--- src/rtl/rice_stream_decoder_pkg.sv ---
// Shared types and widths for the Rice residual stream decoder.
package rice_stream_decoder_pkg;

    typedef enum logic [1:0] {
        ST_IDLE   = 2'd0,
        ST_UNARY  = 2'd1,
        ST_BINARY = 2'd2,
        ST_DONE   = 2'd3
    } state_e;

    localparam int BUF_W   = 32;
    localparam int WORD_W  = 16;
    localparam int RES_W   = 16;
    localparam int U_W     = 17;
    localparam int CNT_W   = 6;
    localparam int SHIFT_W = 4;

    localparam logic [BUF_W-1:0] U_MAX = 32'h0001_FFFF;

    // Zigzag unfold: even u -> u/2, odd u -> -(u+1)/2.
    function automatic logic [RES_W-1:0] zigzag_unfold(input logic [U_W-1:0] u);
        return u[U_W-1:1] ^ {RES_W{u[0]}};
    endfunction

endpackage

--- src/rtl/rice_bit_buffer.sv ---
// Left-aligned 32-bit shift buffer: consume n bits from the top while a new
// word lands directly below the bits that remain.
module rice_bit_buffer
    import rice_stream_decoder_pkg::*;
(
    input  logic               clk_i,
    input  logic               rst_i,
    input  logic               clear_i,
    input  logic               load_i,
    input  logic [WORD_W-1:0]  word_i,
    input  logic [SHIFT_W-1:0] consume_i,
    output logic [WORD_W-1:0]  head_o,
    output logic [CNT_W-1:0]   count_o
);

    logic [BUF_W-1:0] bits_q, bits_d, kept;
    logic [CNT_W-1:0] count_q, count_d, remain;

    // Bits below count are always zero, so the new word can simply be OR-ed in.
    always_comb begin
        kept    = bits_q << consume_i;
        remain  = count_q - CNT_W'(consume_i);
        bits_d  = kept;
        count_d = remain;
        if (clear_i) begin
            bits_d  = '0;
            count_d = '0;
        end else if (load_i) begin
            bits_d  = kept | ({word_i, {(BUF_W-WORD_W){1'b0}}} >> remain);
            count_d = remain + CNT_W'(WORD_W);
        end
    end

    always_ff @(posedge clk_i or posedge rst_i) begin
        if (rst_i) begin
            bits_q  <= '0;
            count_q <= '0;
        end else begin
            bits_q  <= bits_d;
            count_q <= count_d;
        end
    end

    assign head_o  = bits_q[BUF_W-1 -: WORD_W];
    assign count_o = count_q;

endmodule

--- src/rtl/rice_stream_decoder.sv ---
// Rice residual decoder: unary quotient + k-bit remainder -> zigzag-unfolded
// signed 16-bit residuals, one block of SAMPLES per iStart.
//
// state     | meaning
// ST_IDLE   | waiting for iStart
// ST_UNARY  | counting quotient zeros up to the terminating one
// ST_BINARY | waiting for k remainder bits, then emit
// ST_DONE   | pulse oDone, drop leftover padding bits
module rice_stream_decoder
    import rice_stream_decoder_pkg::*;
#(
    parameter int SAMPLES = 4096,
    parameter int QMAX    = 255
) (
    input  logic              iClock,
    input  logic              iReset,
    input  logic              iStart,
    input  logic [3:0]        iK,
    input  logic [WORD_W-1:0] iData,
    input  logic              iValid,
    output logic              oReady,
    output logic [RES_W-1:0]  oResidual,
    output logic              oValid,
    output logic              oDone,
    output logic              oError
);

    localparam int Q_W = $clog2(QMAX + 1);
    localparam int S_W = $clog2(SAMPLES + 1);

    state_e             state_q;
    logic [3:0]         k_q;
    logic [Q_W-1:0]     quot_q;
    logic [S_W-1:0]     sample_q;
    logic [RES_W-1:0]   res_q;
    logic               valid_q, done_q, error_q;

    logic [WORD_W-1:0]  head;
    logic [CNT_W-1:0]   count;
    logic               active, has_bit, has_bin, emit, buf_clear, buf_load;
    logic [SHIFT_W-1:0] consume_n;
    logic [WORD_W-1:0]  bin_r;
    logic [BUF_W-1:0]   emit_u;

    always_comb begin
        active    = (state_q == ST_UNARY) || (state_q == ST_BINARY);
        has_bit   = (count != '0);
        has_bin   = (count >= CNT_W'(k_q));
        bin_r     = head >> (5'(WORD_W) - {1'b0, k_q});
        emit_u    = (BUF_W'(quot_q) << k_q) |
                    ((state_q == ST_BINARY) ? BUF_W'(bin_r) : '0);
        emit      = ((state_q == ST_UNARY) && has_bit && head[WORD_W-1] && (k_q == 4'd0)) ||
                    ((state_q == ST_BINARY) && has_bin);
        consume_n = '0;
        if ((state_q == ST_UNARY) && has_bit)
            consume_n = SHIFT_W'(1);
        else if ((state_q == ST_BINARY) && has_bin)
            consume_n = k_q;
        oReady    = active && (count <= CNT_W'(WORD_W));
        buf_load  = iValid && oReady;
        buf_clear = ((state_q == ST_IDLE) && iStart) || (state_q == ST_DONE);
    end

    rice_bit_buffer u_buf (
        .clk_i     (iClock),
        .rst_i     (iReset),
        .clear_i   (buf_clear),
        .load_i    (buf_load),
        .word_i    (iData),
        .consume_i (consume_n),
        .head_o    (head),
        .count_o   (count)
    );

    always_ff @(posedge iClock or posedge iReset) begin
        if (iReset) begin
            state_q  <= ST_IDLE;
            k_q      <= '0;
            quot_q   <= '0;
            sample_q <= '0;
            res_q    <= '0;
            valid_q  <= 1'b0;
            done_q   <= 1'b0;
            error_q  <= 1'b0;
        end else begin
            valid_q <= 1'b0;
            done_q  <= 1'b0;
            case (state_q)
                ST_IDLE: begin
                    if (iStart) begin
                        k_q      <= iK;
                        quot_q   <= '0;
                        sample_q <= '0;
                        error_q  <= 1'b0;
                        state_q  <= ST_UNARY;
                    end
                end
                ST_UNARY: begin
                    if (has_bit && !head[WORD_W-1]) begin
                        if (quot_q == Q_W'(QMAX)) begin
                            error_q <= 1'b1;
                            state_q <= ST_DONE;
                        end else begin
                            quot_q <= quot_q + Q_W'(1);
                        end
                    end else if (has_bit && (k_q != 4'd0)) begin
                        state_q <= ST_BINARY;
                    end
                end
                ST_DONE: begin
                    done_q  <= 1'b1;
                    state_q <= ST_IDLE;
                end
                default: ;
            endcase

            // Emit overrides the per-state transitions above.
            if (emit) begin
                quot_q <= '0;
                if (emit_u > U_MAX) begin
                    error_q <= 1'b1;
                    state_q <= ST_DONE;
                end else begin
                    res_q    <= zigzag_unfold(emit_u[U_W-1:0]);
                    valid_q  <= 1'b1;
                    sample_q <= sample_q + S_W'(1);
                    state_q  <= (sample_q == S_W'(SAMPLES - 1)) ? ST_DONE : ST_UNARY;
                end
            end
        end
    end

    assign oResidual = res_q;
    assign oValid    = valid_q;
    assign oDone     = done_q;
    assign oError    = error_q;

endmodule

--- config.mk ---
export PLATFORM = sky130hd
export DESIGN_NAME = rice_stream_decoder
export DESIGN_NICKNAME = d
export VERILOG_FILES = /design/src/rtl/rice_stream_decoder_pkg.sv /design/src/rtl/rice_bit_buffer.sv /design/src/rtl/rice_stream_decoder.sv
export SDC_FILE = /design/constraint.sdc
export NUM_CORES = 1
export LEC_CHECK = 0
export CAP_MARGIN = 5
export CORE_MARGIN = 2
export CORE_UTILIZATION = 38
export DETAILED_ROUTE_END_ITERATION = 16
export PLACE_DENSITY = 0.64
export SETUP_SLACK_MARGIN = 0.5
export SYNTH_ARGS = -nofsm -noshare
export SYNTH_HDL_FRONTEND = slang
export SYNTH_SLANG_ARGS = --single-unit
--- constraint.sdc ---
create_clock -name iClock -period 14.95 [get_ports iClock]
set_input_delay 2.99 -clock iClock [delete_from_list [all_inputs] [get_ports iClock]]
set_output_delay 2.99 -clock iClock [all_outputs]
set_load 0.03 [all_outputs]
* Word-level counts from Yosys, hierarchy flattened *
Index checks and enable logic that the tools add are counted.

storage, ports and cells
  flip-flop bits (word level) = 84
  input port bits = 24

operators by class
  $add $sub $neg = 5
  order comparisons = 3
  equal/unequal tests = 10
  shift operators = 4
  mux-type cells = 33
  bitwise logic cells = 4
  reductions and logical operators = 23

operators by type and width
  kind                                                                     count
  32-bit 2-to-1 mux                                                        2
  13-bit 2-to-1 mux                                                        4
  32-bit by 17-bit > comparator with 1-bit output (second input constant)  1
  8-bit 2-to-1 mux                                                         4
  32-bit by 16-bit bitwise OR with 32-bit output                           1
  32-bit bitwise OR                                                        1
  32-bit by 4-bit << shifter with 32-bit output                            1
  8-bit by 4-bit << shifter with 32-bit output                             1
  32-bit by 6-bit right shift with 32-bit output                           1
  16-bit 2-to-1 mux                                                        1
  8-bit one-hot mux with 2 select lines                                    1
  16-bit by 5-bit right shift with 16-bit output                           1
  16-bit XOR                                                               1
  2-bit 2-to-1 mux                                                         7
  13-bit by 1-bit adder with 13-bit output (second input constant)         1
  13-bit by 12-bit == test with 1-bit output (second input constant)       1
  6-bit 2-to-1 mux                                                         2
  1-bit logical AND                                                        9
  8-bit by 1-bit adder with 8-bit output (second input constant)           1
  8-bit == test (second input constant)                                    1
  1-bit 2-to-1 mux                                                         8
  4-bit 2-to-1 mux                                                         2
  4-bit AND reduction                                                      2
  4-bit nonzero test                                                       2
  other kinds (21)                                                         26

* Longest topological paths before layout *
Gate-level depths: netlist of run 1.

  word-level depth = 9
  gate-level depth with buffers = 22
  depth with buffers taken out = 16

* Modules after synthesis *
From an unflattened synthesis of run 1, not the netlist that was laid out.

second synthesis, totals
  cell total of the unflattened synthesis = 926
  area total of the unflattened synthesis = 8011.4 sq um

by module, submodules not included
  module               times used  cells each  area an instance (sq um)  seq. area each (sq um)
  rice_bit_buffer      1           502         4095.2                    950.9
  rice_stream_decoder  1           424         3916.3                    1151.1

* Worst setup path before layout of run 1 *
OpenSTA, ideal clock, no wires.

  kind = register -> register
  from = reg k_q[3]
  to = reg u_buf.bits_q[5]
  data arrival time = 4809 ps
  data required time = 14818 ps
  path slack = 10009 ps
  cell stages (with the launch flop) = 21
  path buffers = 6
  clock period less this slack = 4941 ps
  cells stage by stage = dfrtp_1 -> clkbuf_1 -> inv_1 -> clkbuf_1 -> ha_1 -> o31ai_2 -> nor2_1 -> a211oi_4 -> inv_2 -> buf_2 -> buf_4 -> ha_1 -> fa_1 -> clkbuf_1 -> clkbuf_1 -> mux4_2 -> mux2i_1 -> a21oi_1 -> a22o_1 -> a2bb2oi_1 -> nor2_1

on the way
  cells in the longest elaborated chain, start to end = 9

ends and longest elaborated chain
  item                                                          RTL line                   source
  start: declaration                                            rice_stream_decoder.sv:32  logic [3:0] k_q;
  start signal: assignment                                      rice_stream_decoder.sv:91  k_q <= iK;
  6-bit by 4-bit greater-or-equal comparator with 1-bit output  rice_stream_decoder.sv:48  has_bin = (count >= CNT_W'(k_q));
  1-bit logical AND                                             rice_stream_decoder.sv:57  else if ((state_q == ST_BINARY) && has_bin)
  4-bit 2-to-1 mux *                                            rice_stream_decoder.sv:57
  4-bit 2-to-1 mux *                                            rice_stream_decoder.sv:55  if ((state_q == ST_UNARY) && has_bit)
  6-bit by 4-bit subtractor with 6-bit output                   rice_bit_buffer.sv:22      remain = count_q - CNT_W'(consume_i);
  32-bit by 6-bit right shift with 32-bit output                rice_bit_buffer.sv:29      bits_d = kept | ({word_i, {(BUF_W-WORD_W){1'b0}}} >> remain);
  32-bit bitwise OR                                             rice_bit_buffer.sv:29
  32-bit 2-to-1 mux *                                           rice_bit_buffer.sv:28      end else if (load_i) begin
  32-bit 2-to-1 mux *                                           rice_bit_buffer.sv:25      if (clear_i) begin
  net u_buf.bits_d[5]                                           rice_bit_buffer.sv:16      logic [BUF_W-1:0] bits_q, bits_d, kept;
  end signal: assignment                                        rice_bit_buffer.sv:39      bits_q <= bits_d;
  end: declaration                                              rice_bit_buffer.sv:16

The timed path passes the listed nets; every way through them passes the cells marked *.
A chain may end at the register's enable or synchronous reset.

* Worst setup path after layout of run 1 *
  from = reg k_q[1]
  to = reg u_buf.bits_q[30]

The elaborated chain is that of the path after synthesis.

==> results of run 1 <==
## placed cells by master, fill, tap and decap left out, types with 4 or more instances in the layout
cell               n
a21o_1             4
a22o_1             6
o21ai_0           93
nor2_1            84
mux2i_1           59
nand2_1          148
o22a_1             4
nor2b_1            5
a22oi_1            9
or3_1              9
a211oi_1          19
nand2b_1           8
nor3_1            31
o21a_1             7
nor2_2             4
nand3_1           32
xnor2_1            9
and3_1            19
nand4_1            8
o22ai_1           17
xor2_1            15
a21oi_1           76
o221ai_1           6
buf_4             17
clkdlybuf4s50_1   43
mux2_2            20
a31oi_1           21
o211ai_1           8
mux4_2            20
o31ai_1            7
ha_1              17
o21ai_1            6
inv_1             17
clkbuf_16          9
inv_2              4
dfrtp_1           83
and2_1             5
## worst max-delay path, stage by stage (launching register included)
cell	delay, ns
dfrtp_2	0.34
buf_4	0.59
clkinv_1	0.50
ha_1	0.43
nand2_1	0.06
o21a_1	0.20
o21a_1	0.19
buf_4	0.21
nor2_4	0.52
inv_2	0.31
ha_1	0.43
nor2b_1	0.15
o21ai_0	0.15
nand2b_1	0.12
xnor2_1	0.14
buf_4	0.20
nor3_1	0.85
and3_1	0.32
a211oi_1	0.05
a211oi_1	0.27
## worst paths after layout
kind	from	endpoint	slack, ns	depth (start not counted)
min in group asynchronous	iReset	oResidual[14]	3.04	2
worst min register to register	oResidual[5]	oResidual[5]	0.47	2
worst max register to register	k_q[1]	u_buf.bits_q[30]	8.77	19
worst max-delay path	k_q[1]	u_buf.bits_q[30]	8.77	19
max in group asynchronous	iReset	k_q[1]	10.84	3
worst min-delay path	oResidual[5]	oResidual[5]	0.47	2
## power breakdown
part | internal, mW | leakage [nW] | switching (mW) | total (mW)
Sequential | 0.231 | 1.00 | 0.00657 | 0.237
Combinational | 0.0217 | 2.33 | 0.0277 | 0.0494
Clock | 0.119 | 0.143 | 0.104 | 0.222
Total | 0.371 | 3.48 | 0.138 | 0.509
## registers in the layout, summed over array words and instances (netlist names)
register and count:
state_q 2, u_buf.bits_q 32, oResidual 16, quot_q 8, k_q 4, oDone 1, u_buf.count_o 6, sample_q 13
oValid 1, oError 1
## cell families after synthesis
kind of cell,Yosys count,synth area share (%)
AOI/OAI and AO/OA,333,26.5
buffers and inverters,110,5.76
DFF,84,25.8
and+or+nand+nor,372,20.9
muxes,99,15.5
adders and majority gates,18,2.85
xor gates and xnor gates,25,2.69
## layer usage
| layer | part of all wire (%) | GRT usage [%] |
|---|---|---|
| met5 | 0 | 0 |
| met1 | 45 | 31.3 |
| met3 | 7.4 | 3.18 |
| met4 | 3.3 | 8.35 |
| met2 | 45 | 35.3 |
## cell type report
class / instances / area [um2]
Clock inverter: 6 / 45.0
Timing Repair Buffer: 60 / 558
Fill cell: 2154 / 12100
Multi-Input combinational cell: 847 / 5590
Inverter: 23 / 87.6
Tap cell: 275 / 344
Clock buffer: 10 / 239
Sequential cell: 84 / 2100
==> impl_metrics.py, run 1 <==
metrics = {
    "outcome": {
        "run_status": "finished clean",
    },
    "placed_design": {
        "pre_cts_ws_ns": 8.90,
        "hpwl_um": 18500,
        "dpl_cell_area_mm2": 0.00868,
        "io_buffers": 43,
        "dp.cells": 1289,
        "place_congestion": 0.981,
    },
    "worst_setup_path": {
        "cp-start-kind": "flop",
        "crit_type": "flop to flop",
        "cp_max_fo": 66,
        "cp.required_ns": 15.21,
        "critical_path_arrival_ns": 6.44,
        "crit_path_end_kind": "flop",
    },
    "synth": {
        "synthCells": 1041,
        "synth_area_mm2": 0.00815,
        "synth_top_area_share_pct": 25.8,
        "syn_area_per_cell_um2": 7.83,
        "netlist_top_cells_count": "148 x nand2_1, 93 x o21ai_0, 84 x dfrtp_1, 84 x nor2_1, 76 x a21oi_1",
        "synth-async-reset-ratio_pct": 100,
        "synth-seq-cells": 84,
        "netlist_top_cells_area": "dfrtp_1 26%, mux2i_1 7.2%, nand2_1 6.8%",
        "synth_edf_count": 0,
        "ys.flop_type": "dfrtp_1",
        "yosysSeqAreaShare_pct": 25.8,
        "syn_nets": 1083,
        "yosysUniqueCellTypes": 80,
        "yosys_warnings": 0,
        "synth_top_area_cell": "dfrtp_1",
        "yosysMostFrequentCell": "nand2_1",
    },
    "floorplan": {
        "fp.dieH_um": 150,
        "core-area_mm2": 0.0210,
        "rows": 53,
        "die_w_um": 150,
        "die_area_mm2": 0.0226,
        "top_level_ports": 44,
        "initial_core_util_pct": 38.8,
    },
    "cts": {
        "clock_latency_ns": 0.36,
        "htreeDepth": 3,
        "clkTransAtPathRegs_ns": 0.07,
        "ctsHoldBuffers": 0,
        "numClockSinks": 84,
        "post_cts_buffers": 0,
        "cts_resized": 0,
        "cts_tree": "done",
        "cts-root-buf": "clkbuf_16",
        "clk_path_buf_depth": 2,
        "numCtsBuffers": 9,
    },
    "sta": {
        "fin_worst_skew_ns": 0.0116,
        "tns_ns": 0,
        "fmax_ghz": 0.162,
        "finalSetupViolCount": 0,
        "layout_setup_ws_ns": 8.77,
        "tightest_slew_ns": 1.05,
        "rsz0062_at_grt": "no",
        "holdWs_ns": 0.475,
        "slew-limit-headroom_pct": 29.7,
        "fin_crit_sh_pct": 41.3,
        "hold_viol": 0,
        "drv_slew": 0,
        "fin_crit_ns": 6.18,
    },
    "global_route": {
        "grt_max_degree": 67,
        "grt_usage_pct": 22.4,
        "grt_pass1_wl_um": 40400,
        "antenna_found_initial": 0,
        "first_global_vias": 7580,
        "gr-total-overflow": 0,
    },
    "power_and_ir_drop": {
        "p_per_area_mw_per_mm2": 56.8,
        "peakVddDrop_v": 0.0000466,
        "p_leak_nw": 3.48,
        "power.total_mw": 0.509,
    },
    "job": {
        "max-cap-violations": 0,
    },
    "final_layout": {
        "final_design_area_no_fill_mm2": 0.00897,
        "drive_above_1_share_pct": 10.1,
        "area_delta_synth_final_pct": 10.0,
        "fin_util_pct": 42.7,
        "final_nets": 1067,
        "stdcell_count": 1305,
        "antenna_cells": 0,
    },
    "detailed_routing": {
        "drt_wl_total_um": 25100,
        "drt_iter0_drc": 836,
        "dr.pass1.iters": 7,
        "detail-route-antenna-nets": 0,
        "post_drt_wl_per_cell_um": 19.3,
        "via_per_inst": 6.21,
        "drc": 0,
        "via_count": 8108,
    },
    "hold_path": {
        "hold_path.class": "flop to flop",
    },
}
Power figures use the tool's default switching activity.
==> inputs of run 2 (changes only) <==
--- a/config.mk
+++ b/config.mk
@@ -9,7 +9,7 @@
 export CORE_MARGIN = 2
 export CORE_UTILIZATION = 38
 export DETAILED_ROUTE_END_ITERATION = 16
-export PLACE_DENSITY = 0.64
+export PLACE_DENSITY = 0.66
 export SETUP_SLACK_MARGIN = 0.5
 export SYNTH_ARGS = -nofsm -noshare
 export SYNTH_HDL_FRONTEND = slang
==> constraint.sdc (replaced) <==
create_clock -name iClock -period 5.3 [get_ports iClock]
set_input_delay 1.06 -clock iClock [delete_from_list [all_inputs] [get_ports iClock]]
set_output_delay 1.06 -clock iClock [all_outputs]
set_load 0.03 [all_outputs]
==> run 2 against run 1 <==
Compared with the run above: via count fell by 0.65%; routed wire length rose by 1.2%; die area did not move; final cell count rose by 1.2%; sequential share of layout area fell by 0.34 points; non-clock buffer count rose by 16; worst setup slack got worse by 7.9 ns; critical path depth fell by 2; clock power rose to 2.8 times the previous value; combinational power rose to 2.8 times the previous value; utilization rose by 0.64 points; critical endpoint is now u_buf.bits_q[31]; largest cell class unchanged.
==> impl_metrics.py, run 2 (synthesized netlist as in run 1, its figures left out) <==
metrics = {
    "sta": {
        "layout_setup_ws_ns": 0.842,
        "tns_ns": 0,
        "hold_viol": 0,
        "fin_crit_ns": 4.46,
        "fin_worst_skew_ns": 0.0102,
        "drv_slew": 0,
        "fin_crit_sh_pct": 84.1,
        "slew-limit-headroom_pct": 38.2,
        "tightest_slew_ns": 0.926,
        "finalSetupViolCount": 0,
        "fmax_ghz": 0.224,
        "rsz0062_at_grt": "no",
    },
    "power_and_ir_drop": {
        "combinationalPowerShare_pct": 9.7,
        "power.total_mw": 1.44,
        "clkPwrFrac_pct": 43.5,
        "p_leak_nw": 3.56,
        "pwr-share-seq_pct": 46.8,
        "p_int_mw": 1.04,
        "p_per_area_mw_per_mm2": 158,
        "peakVddDrop_v": 0.000129,
        "netSwitchingPower_mw": 0.399,
        "sw_frac_of_total_pct": 27.8,
    },
    "global_route": {
        "first_global_vias": 7548,
        "gr-total-overflow": 0,
        "grt_usage_pct": 22.7,
        "antenna_found_initial": 0,
        "grt_max_degree": 66,
        "grt_pass1_wl_um": 40700,
    },
    "detailed_routing": {
        "drt_iter0_drc": 861,
        "drt_wl_total_um": 25400,
        "via_per_inst": 6.10,
        "dr.pass1.iters": 5,
        "drc": 0,
        "detail-route-antenna-nets": 0,
        "via_count": 8055,
        "post_drt_wl_per_cell_um": 19.3,
    },
    "hold_path": {
        "hold_path.class": "flop to flop",
        "hp-start": "oResidual[15]",
        "whs_endpoint": "oResidual[15]",
        "hold_depth": 2,
    },
    "floorplan": {
        "core-area_mm2": 0.0210,
        "initial_core_util_pct": 38.8,
        "die_w_um": 150,
        "top_level_ports": 44,
        "fp.dieH_um": 150,
        "die_area_mm2": 0.0226,
        "rows": 53,
    },
    "final_layout": {
        "area_delta_synth_final_pct": 11.7,
        "final_common_cell": "nand2_1",
        "antenna_cells": 0,
        "drive_above_1_share_pct": 11.7,
        "regMostFlops": "u_buf.bits_q",
        "final_cell_mix": "148 x nand2_1, 93 x o21ai_0, 84 x nor2_1",
        "final_nets": 1083,
        "fin_util_pct": 43.3,
        "largest_register_ffs": 32,
        "fill_cells": 2097,
    },
    "cts": {
        "htreeDepth": 3,
        "post_cts_buffers": 0,
        "clk_path_buf_depth": 2,
        "cts_tree": "done",
        "cts-root-buf": "clkbuf_16",
        "clkTransAtPathRegs_ns": 0.07,
        "numCtsBuffers": 9,
        "numClockSinks": 84,
        "clock_latency_ns": 0.36,
    },
    "placed_design": {
        "hpwl_um": 18700,
        "place_congestion": 0.988,
        "io_buffers": 43,
        "pre_cts_ws_ns": 0.915,
    },
    "worst_setup_path": {
        "reg2reg_setup_slack_ns": 0.84,
        "r2r-end": "u_buf.bits_q[31]",
        "worstRegToRegCells": 17,
        "path_buf_inv": 3,
        "critical_path_arrival_ns": 4.74,
        "cpLargestDelayFamily": "compound AO/OA/AOI/OAI gates",
        "crit_chain": "inv_2, ha_1, a21oi_1, o21a_1, o21a_1, nor2_4, inv_2, ha_1, a21oi_1, nand2_1, a211oi_1, buf_4, nor2_4, nand2_1, or4_1, a41o_1, a31oi_1",
        "crit_type": "flop to flop",
        "critPathSlowestCell": "or4_1",
        "reg2reg_from": "k_q[2]",
        "cp_max_fo": 17,
        "slowest_delay_ns": 0.59,
        "crit_path_end_kind": "flop",
        "worstSetupStartpoint": "k_q[2]",
        "cp-start-kind": "flop",
        "cp.required_ns": 5.58,
    },
    "outcome": {
        "run_status": "finished clean",
    },
    "job": {
        "max-cap-violations": 0,
    },
}
-- run 2: cell types whose count changed in the layout (fill, tap and decap cells not counted), sizes merged --
cell / delta
clkbuf: -1
clkinv: -3
buf: +16
clkinvlp: +2
inv: +2
-- run 2: per-stage QoR --
step	instances	hold WS, ns	cell area (um2)
global placement	1305	0.463	8810
CTS	1321	0.481	9090
global route	1321	0.512	9100
detailed placement	1305	0.468	8810
finish	1321	0.475	9100
floorplan	1041	0.449	8160
-- run 2: per-layer routing --
layer,global-route usage [%],routed length [um],share of wire (%)
met3,4.12,2050,8.1
met4,9.29,835,3.3
met1,30.1,10900,43
met5,0,0,0
met2,36.5,11600,46
-- run 2: what timing repair did --
item	in CTS	in global routing
endpoints found under the setup margin	0	1
hold buffers	0	0
hold endpoints to repair	0	0
resized for setup	0	1
-- run 2: worst max path at each step --
| stage | endpoint | cells after the start |
|---|---|---|
| 2_1_floorplan | u_buf.bits_q[31] | 20 |
| 3_3_place_gp | u_buf.bits_q[30] | 16 |
| 3_5_place_dp | u_buf.bits_q[30] | 16 |
| 4_1_cts | u_buf.bits_q[30] | 17 |
| 5_1_grt | u_buf.bits_q[31] | 17 |
| 6_report | u_buf.bits_q[31] | 17 |
-- run 2: worst min-delay path: cells and delay by family (launching register included) --
| family | cells | cell delay [ns] |
|---|---|---|
| DFF | 1 | 0.34 |
| and+or+nand+nor | 1 | 0.05 |
| AOI/OAI and AO/OA | 1 | 0.05 |
-- run 2: area by class of cell --
type                       count  area [um2]  share of cell area [%]
clock buffer                   9         225                    2.47
clock inverter                 7        57.6                   0.632
inverter                      23        87.6                   0.962
multi-input combinational    847        5610                    61.6
sequential                    84        2100                    23.1
tap                          275         344                    3.78
timing repair buffer          76         678                    7.45
-- run 2: power by group through the flow --
stage | Sequential [mW] | Clock, mW | Combinational, mW
6_report | 0.671 | 0.625 | 0.139
4_1_cts | 0.669 | 0.633 | 0.138
3_3_place_gp | 0.682 | 0 | 0.136
3_5_place_dp | 0.681 | 0 | 0.137
5_1_grt | 0.671 | 0.654 | 0.152
2_1_floorplan | 0.671 | 0 | 0.0906
